[config.mk]
export PLATFORM = sky130hd
export DESIGN_NAME = updown_sweep_ctrl
export DESIGN_NICKNAME = d
export VERILOG_FILES = /design/src/rtl/updown_sweep_pkg.sv /design/src/rtl/sweep_counter.sv /design/src/rtl/updown_sweep_ctrl.sv
export SDC_FILE = /design/constraint.sdc
export NUM_CORES = 1
export LEC_CHECK = 0
export BUFFER_PORTS_ARGS = -buffer_cell sky130_fd_sc_hd__clkbuf_2
export CORE_ASPECT_RATIO = 1.2
export CORE_MARGIN = 3
export CORE_UTILIZATION = 55
export DETAILED_ROUTE_END_ITERATION = 12
export MAX_ROUTING_LAYER = met4
export PLACE_DENSITY_LB_ADDON = 0.08
export SYNTH_ARGS = -nofsm -noshare
export SYNTH_HDL_FRONTEND = slang
export SYNTH_SLANG_ARGS = --single-unit
[constraint.sdc]
create_clock -name clk -period 4 [get_ports clk]
set_clock_uncertainty 0.2 [all_clocks]
set_input_delay 0 -clock clk [delete_from_list [all_inputs] [get_ports clk]]
set_output_delay 0 -clock clk [all_outputs]
set_load 0.02 [all_outputs]
[src/rtl/updown_sweep_pkg.sv]
// Shared types for the up/down sweep sequencer.
// State encoding and counter direction codes.
package updown_sweep_pkg;

  typedef enum logic [1:0] {
    IDLE = 2'd0,
    UP   = 2'd1,
    DOWN = 2'd2,
    DONE = 2'd3
  } state_e;

  localparam logic UP_DIR   = 1'b0;
  localparam logic DOWN_DIR = 1'b1;

endpackage

[src/rtl/sweep_counter.sv]
// Loadable up/down counter stepping by one when enabled.
// Load takes priority over the step.
module sweep_counter
  import updown_sweep_pkg::*;
#(
  parameter int unsigned WIDTH = 3
) (
  input  logic             clk,
  input  logic             reset,
  input  logic             load_i,
  input  logic [WIDTH-1:0] load_val_i,
  input  logic             en_i,
  input  logic             dir_i,
  output logic [WIDTH-1:0] count_o
);

  logic [WIDTH-1:0] count_q;
  logic [WIDTH-1:0] count_d;

  always_comb begin
    count_d = count_q;
    if (load_i) begin
      count_d = load_val_i;
    end else if (en_i) begin
      if (dir_i == DOWN_DIR) count_d = count_q - WIDTH'(1);
      else                   count_d = count_q + WIDTH'(1);
    end
  end

  always_ff @(posedge clk or posedge reset) begin
    if (reset) count_q <= '0;
    else       count_q <= count_d;
  end

  assign count_o = count_q;

endmodule

[src/rtl/updown_sweep_ctrl.sv]
// Triangular lo->hi->lo sweep sequencer with start/busy/done handshake.
// Optional UPDOWN_SWEEP_PAUSE_EN adds a pause input that stalls the sweep.
module updown_sweep_ctrl
  import updown_sweep_pkg::*;
#(
  parameter int unsigned WIDTH = 3,
  parameter int unsigned NW    = 4
) (
  input  logic             clk,
  input  logic             reset,
  input  logic             start,
  input  logic [WIDTH-1:0] lo,
  input  logic [WIDTH-1:0] hi,
  input  logic [NW-1:0]    n_sweeps,
  input  logic             abort,
`ifdef UPDOWN_SWEEP_PAUSE_EN
  input  logic             pause,
`endif
  output logic             busy,
  output logic             done,
  output logic             err,
  output logic             up_down,
  output logic [WIDTH-1:0] count,
  output logic [NW-1:0]    sweep_cnt
);

  state_e           state_q, state_d;
  logic [WIDTH-1:0] lo_q, lo_d;
  logic [WIDTH-1:0] hi_q, hi_d;
  logic [NW-1:0]    n_q, n_d;
  logic [NW-1:0]    sweep_q, sweep_d;
  logic             err_q, err_d;
  logic             ld, en, dir, stall;
  logic [NW-1:0]    sweep_inc;

`ifdef UPDOWN_SWEEP_PAUSE_EN
  assign stall = pause;
`else
  assign stall = 1'b0;
`endif

  assign sweep_inc = sweep_q + NW'(1);

  always_comb begin
    state_d = state_q;
    lo_d    = lo_q;
    hi_d    = hi_q;
    n_d     = n_q;
    sweep_d = sweep_q;
    err_d   = err_q;
    ld      = 1'b0;
    en      = 1'b0;
    dir     = UP_DIR;
    unique case (state_q)
      IDLE: begin
        if (start) begin
          if ((lo < hi) && (n_sweeps != '0)) begin
            lo_d    = lo;
            hi_d    = hi;
            n_d     = n_sweeps;
            ld      = 1'b1;
            sweep_d = '0;
            err_d   = 1'b0;
            state_d = UP;
          end else begin
            err_d   = 1'b1;
            state_d = DONE;
          end
        end
      end
      UP: begin
        if (abort) begin
          state_d = IDLE;
        end else if (!stall) begin
          en = 1'b1;
          if (count == hi_q) begin
            dir     = DOWN_DIR;
            state_d = DOWN;
          end
        end
      end
      DOWN: begin
        if (abort) begin
          state_d = IDLE;
        end else if (!stall) begin
          if (count != lo_q) begin
            en  = 1'b1;
            dir = DOWN_DIR;
          end else begin
            sweep_d = sweep_inc;
            if (sweep_inc == n_q) begin
              state_d = DONE;
            end else begin
              // Turnaround at lo steps straight to lo+1
              en      = 1'b1;
              state_d = UP;
            end
          end
        end
      end
      DONE: state_d = IDLE;
      default: state_d = IDLE;
    endcase
  end

  always_ff @(posedge clk or posedge reset) begin
    if (reset) begin
      state_q <= IDLE;
      lo_q    <= '0;
      hi_q    <= '0;
      n_q     <= '0;
      sweep_q <= '0;
      err_q   <= 1'b0;
    end else begin
      state_q <= state_d;
      lo_q    <= lo_d;
      hi_q    <= hi_d;
      n_q     <= n_d;
      sweep_q <= sweep_d;
      err_q   <= err_d;
    end
  end

  sweep_counter #(
    .WIDTH(WIDTH)
  ) u_cnt (
    .clk       (clk),
    .reset     (reset),
    .load_i    (ld),
    .load_val_i(lo),
    .en_i      (en),
    .dir_i     (dir),
    .count_o   (count)
  );

  assign busy      = (state_q == UP) || (state_q == DOWN);
  assign done      = (state_q == DONE);
  assign up_down   = (state_q == DOWN) ? DOWN_DIR : UP_DIR;
  assign err       = err_q;
  assign sweep_cnt = sweep_q;

endmodule
==> flow_summary.yaml, run 1 <==
drt:
  wl_met3_um: 110
  via_per_inst: 5.562
  vias: 1129
  wirelength_mm: 2.869
  antenna_left: 0
  wl_met2_mm: 1.410
  drt_pass1_iterations: 4
  post-route-drc-count: 0
  wl_per_cell_um: 14.13
  top_layer_used: "met4"
  met1_length_mm: 1.317
  drt-initial-drc-count: 35
clock_network:
  cts_resized: 0
  insertion_delay_ns: 0.30
  post_cts_buffers: 0
  numCtsBuffers: 3
  cts_tree: "yes"
  cts_num_sinks: 20
  cts_root_buffer: "clkbuf_4"
  cts_hold_buf: 13
  cts.clk_slew.worst_paths_ns: 0.10
  h-tree-depth: 1
  clockBufferDepth: 2
synth:
  yosysTopAreaCellShare_pct: 37.88
  syn_area_um2: 1321
  yosys.area.top_type: "dfrtp_1"
  ys_seq_area_share_pct: 37.88
  yosys-top-cells-count: "dfrtp_1 (20), inv_1 (15), nand2_1 (9)"
  syn-num-nets: 157
  synth_most_common_cell: "dfrtp_1"
  ys.flop_type: "dfrtp_1"
  yosys-top-cells-area: "dfrtp_1 (38%), ha_1 (7.6%), mux2_2 (6.8%)"
  synth.distinct_cells: 39
  syn_inst: 134
  ys_warn_count: 0
  synth-seq-cells: 20
  synthArstFlopShare_pct: 100.0
  syn_avg_cell_area_um2: 9.860
  synth-edff-count: 0
critical_path:
  path_buf_inv: 2
  crit_fanout: 9
  crit_arrival_ns: 2.82
  cp-start-kind: "flop"
  cpPeakStageDelay_ns: 0.43
  slowest_stage: "dfrtp_1"
  crit_chain: "inv_1 -> ha_1 -> o31ai_1 -> nand2_1 -> nand2_1 -> fa_1 -> inv_1 -> o41a_1 -> a222oi_1 -> or4_1 -> a31oi_1"
  critPathTopFamily: "adder cells"
  critical_path_class: "reg2reg"
  worstPathRequired_ns: 4.03
  worstSetupEndpointType: "flop"
placed_design:
  dp_hpwl_mm: 2.213
  globalplace.congestion: 0.9223
  portBuffers: 24
  placed_area_um2: 1478
global_routing:
  grt_pass1_vias: 1112
  antenna_found_initial: 0
  grt_use_total_pct: 23.13
  grt_pass1_wl_mm: 5.043
  grt-ovfl-total: 0
  grt_max_degree: 21
timing:
  hold_violations: 0
  period_share_pct: 69.75
  period_minus_slack_ns: 2.790
  max_freq_mhz: 358.4
  slew_headroom_pct: 48.91
  tightest_slew_ns: 0.7655
  setup_tns_ns: 0
  drv_slew: 0
  rsz0062_at_grt: "no"
  finalSetupViolations: 0
finish:
  antenna_cells: 0
  final_cell_area_um2: 1630
  layout.area.seq_um2: 500.5
  multiInputGateArea_um2: 755.7
  nNetsFinal: 198
  layout-drive-gt1-share_pct: 23.12
  nFillCells: 166
  areaGrowthSynthToFinish_pct: 23.39
status:
  status: "finished clean"
worst_hold_path:
  min_path_type: "in2async"
pwr:
  powerDensity_nw_per_um2: 694.7
  total_power_mw: 1.133
  p_leak_nw: 0.7787
  ir_drop_uv: 476.4
floorplanning:
  coreArea_um2: 2162
  io-pin-count: 25
  die-area_um2: 3029
  start_util_pct: 61.11
  chipWidth_um: 50.74
  rows: 18
  fp.dieH_um: 59.69
run:
  drv_cap: 0
-- layer usage --
layer	vias up	track usage [%]
li1	556	-
met1	536	30.02
met2	31	36.75
met3	6	3.242
met4	0	9.231
met5	-	-
-- cell usage in the layout (no fill, tap or decap), types with 3 or more instances in the layout --
cell type / synthesis / layout
clkbuf_2: 0 / 24
mux2_2: 8 / 8
nor3_1: 3 / 3
ha_1: 8 / 8
nand2b_1: 3 / 3
nand2_1: 9 / 9
nor2_1: 8 / 8
dlygate4sd3_1: 0 / 13
o31ai_1: 3 / 3
xnor2_1: 4 / 4
clkbuf_4: 0 / 3
xor2_1: 8 / 8
a21oi_1: 5 / 5
dfrtp_1: 20 / 20
o21ai_0: 7 / 7
inv_1: 15 / 15
o211ai_1: 3 / 3
-- worst min-delay path: cells and delay by family --
family	cells	cell delay [ns]
buffers and inverters	3	1.18
-- registers in the layout (all words and copies together) (netlist names) --
| register | count |
|---|---|
| lo_q | 3 |
| u_cnt.count_o | 3 |
| err | 1 |
| sweep_cnt | 4 |
| state_q | 2 |
| hi_q | 3 |
| n_q | 4 |
-- where the power goes --
group	switching, mW	total, mW	internal, mW
combinational	0.384	0.669	0.285
sequential	0.0820	0.371	0.289
clock	0.0570	0.0921	0.0351
-- cells by family (layout without fill, tap and decap cells) --
logic type,after synthesis,after routing,synth area share (%)
flip-flops,20,20,37.88
adder cells (fa/ha/maj),9,9,9.091
multiplexers,10,10,8.334
AO/OA/AOI/OAI,30,30,16.00
buffers and inverters,17,56,4.923
AND/OR/NAND/NOR,36,36,15.82
XOR/XNOR,12,12,7.954
-- layout make-up --
class,count,area share [%]
sequential,20,30.70
timing repair buffer,38,15.81
multi-input combinational,97,46.35
tap,30,2.302
inverter,15,3.454
clock buffer,3,1.381
-- worst paths after layout --
kind	startpoint	to	slack, ns	cells after the start
worst min register to register	hi_q[2]	hi_q[2]	0.31	2
min in group clk	hi[0]	hi_q[0]	0.29	3
worst max register to register	state_q[0]	u_cnt.count_o[2]	1.21	11
max in group asynchronous	reset	sweep_cnt[1]	2.97	3
worst min-delay path	reset	hi_q[2]	0.16	3
worst max-delay path	state_q[0]	u_cnt.count_o[2]	1.21	11
-- stage by stage --
step | hold WS (ns) | utilization, % | std cells | worst slack (ns)
floorplan | -0.2362 | - | 134 | 1.382
finish | 0.1552 | 75.41 | 203 | 1.210
global placement | -0.05954 | 68.34 | 187 | 1.427
CTS | 0.1792 | 75.41 | 203 | 1.238
global route | 0.2203 | 75.41 | 203 | 1.091
detailed placement | -0.04619 | 68.34 | 187 | 1.276
Power figures use the tool's default switching activity.
==> run 2: changes to the inputs <==
- ABC_AREA: not set -> 1
- CORE_UTILIZATION: 55 -> 49
- clock period: 4 -> 2.45 ns (I/O delays scaled with it)
==> flow_summary.yaml, run 2 <==
status:
  status: "finished clean"
finish:
  multiInputGateArea_um2: 715.7
  layout.area.seq_um2: 500.5
  areaGrowthSynthToFinish_pct: 32.69
  final_common_cell: "nand2_1"
  final_cell_area_um2: 1727
  mostFrequentLayoutCells: "nand2_1 (58), clkbuf_2 (24), inv_1 (20), dfrtp_1 (20), dlygate4sd3_1 (17)"
  nNetsFinal: 245
  nFillCells: 196
  layout-drive-gt1-share_pct: 23.53
  antenna_cells: 0
drt:
  drt_pass1_iterations: 4
  vias: 1274
  via_per_inst: 5.056
  post-route-drc-count: 0
  drt-initial-drc-count: 30
  wirelength_mm: 3.131
  wl_per_cell_um: 12.42
  antenna_left: 0
clock_network:
  cts_tree: "yes"
  numCtsBuffers: 3
  post_cts_buffers: 0
  cts.clk_slew.worst_paths_ns: 0.13
  h-tree-depth: 1
  insertion_delay_ns: 0.31
  clockBufferDepth: 2
  cts_root_buffer: "clkbuf_4"
  cts_num_sinks: 20
timing:
  rsz0062_at_grt: "yes"
  max_freq_mhz: 435.6
  period_minus_slack_ns: 2.296
  hold_violations: 0
  period_share_pct: 93.71
  finalSetupViolations: 0
  tightest_slew_ns: 0.7992
  slew_headroom_pct: 46.66
  drv_slew: 0
  setup_tns_ns: 0
  setup_ws_ns: 0.1541
synth:
  ys_warn_count: 0
  yosysTopAreaCellShare_pct: 38.46
  yosys.area.top_type: "dfrtp_1"
  ys_seq_area_share_pct: 38.46
  synth-edff-count: 0
  syn-num-nets: 196
  syn_avg_cell_area_um2: 7.522
  yosys-top-cells-count: "nand2_1 (58), inv_1 (22), dfrtp_1 (20), nand3_1 (12), o21ai_0 (9)"
  synth-seq-cells: 20
  syn_inst: 173
  synth_most_common_cell: "nand2_1"
  synth.distinct_cells: 27
  ys.flop_type: "dfrtp_1"
  synthArstFlopShare_pct: 100.0
  yosys-top-cells-area: "dfrtp_1 (38%), nand2_1 (17%), ha_1 (7.7%)"
  syn_area_um2: 1301
placed_design:
  globalplace.congestion: 0.8757
  portBuffers: 24
  placed_area_um2: 1485
  dp_hpwl_mm: 2.301
  pre_cts_ws_ns: 0.09141
floorplanning:
  io-pin-count: 25
  fp.dieH_um: 62.45
  die-area_um2: 3312
  start_util_pct: 54.19
  rows: 19
  coreArea_um2: 2401
  chipWidth_um: 53.04
critical_path:
  crit_fanout: 8
  worstPathRequired_ns: 2.46
  worstReg2RegStart: "state_q[1]"
  crit_arrival_ns: 2.31
  worstSetupEndpointType: "flop"
  critical_path_class: "in2reg"
  cp-startpoint: "lo[2]"
  reg2reg_depth: 15
  cp-start-kind: "input port"
pwr:
  p_leak_nw: 0.8852
  total_power_mw: 2.035
  powerDensity_nw_per_um2: 1179
  ir_drop_uv: 972.9
worst_hold_path:
  min_path_type: "in2async"
global_routing:
  grt-ovfl-total: 0
  grt_use_total_pct: 22.09
  grt_max_degree: 21
  grt_pass1_wl_mm: 5.416
  grt_pass1_vias: 1280
  antenna_found_initial: 0
run:
  drv_cap: 0
[run 2: power by group]
| part | internal, mW | total, mW | switching (mW) |
|---|---|---|---|
| sequential | 0.475 | 0.608 | 0.133 |
| combinational | 0.469 | 1.15 | 0.680 |
| clock | 0.165 | 0.278 | 0.113 |
| total | 1.11 | 2.04 | 0.926 |
[run 2: repair_timing]
item / in CTS / in global routing
resized for setup: 0 / 7
hold endpoints to repair: 39 / 0
hold buffers: 17 / 0
endpoints found under the setup margin: 0 / 5
[run 2: logic make-up (layout without fill, tap and decap cells)]
| family | Yosys count | after routing | share of synthesized area, % |
|---|---|---|---|
| AND/OR/NAND/NOR | 87 | 87 | 28.75 |
| AO/OA/AOI/OAI | 26 | 26 | 12.02 |
| buffers and inverters | 26 | 74 | 8.172 |
| flip-flops | 20 | 20 | 38.46 |
| adder cells (fa/ha/maj) | 9 | 9 | 9.231 |
| XOR/XNOR | 5 | 5 | 3.366 |
[run 2: path summary, 6_finish.rpt]
check                           slack [ns]                to
worst min register to register        0.32               err
worst max-delay path                  0.15            n_q[1]
max in group asynchronous             1.39        state_q[1]
worst min-delay path                  0.15           hi_q[0]
min in group clk                      0.26           hi_q[2]
worst max register to register        0.19  u_cnt.count_o[2]
[run 2: cell type report]
cell class	count	share of cell area, %
multi-input cells	127	41.45
clock buffers	3	1.304
flip-flops and latches	20	28.99
clock inverters	1	1.739
well taps	31	2.246
inverters	24	5.290
repair buffers	46	18.99
[run 2: layer usage]
metal  track usage, %  wire [µm]  part of all wire [%]  vias to the layer above
met3            3.580        131                   4.2                        9
met5                -          0                     0                        -
li1                 -          -                     -                      647
met1            24.96       1288                    41                      582
met4            9.904         78                   2.5                        0
met2            37.11       1633                    52                       36
[run 2: stage by stage]
stage	instances	hold WS, ns	utilization (%)
6_report	252	0.1547	71.91
5_1_grt	252	0.2075	71.91
4_1_cts	252	0.1908	71.13
3_5_place_dp	231	-0.01612	61.86
3_3_place_gp	231	-0.04139	61.86
2_1_floorplan	173	-0.2362	-
[run 2: worst max-delay path, cell delays in order]
cell and delay (ns):
dlygate4sd3_1 0.53, clkbuf_2 0.12, ha_1 0.33, a21oi_2 0.17
nand3_2 0.13, nor2_4 0.14, clkinv_2 0.15, nand2_1 0.10
nand2_1 0.06, dlygate4sd3_1 0.56
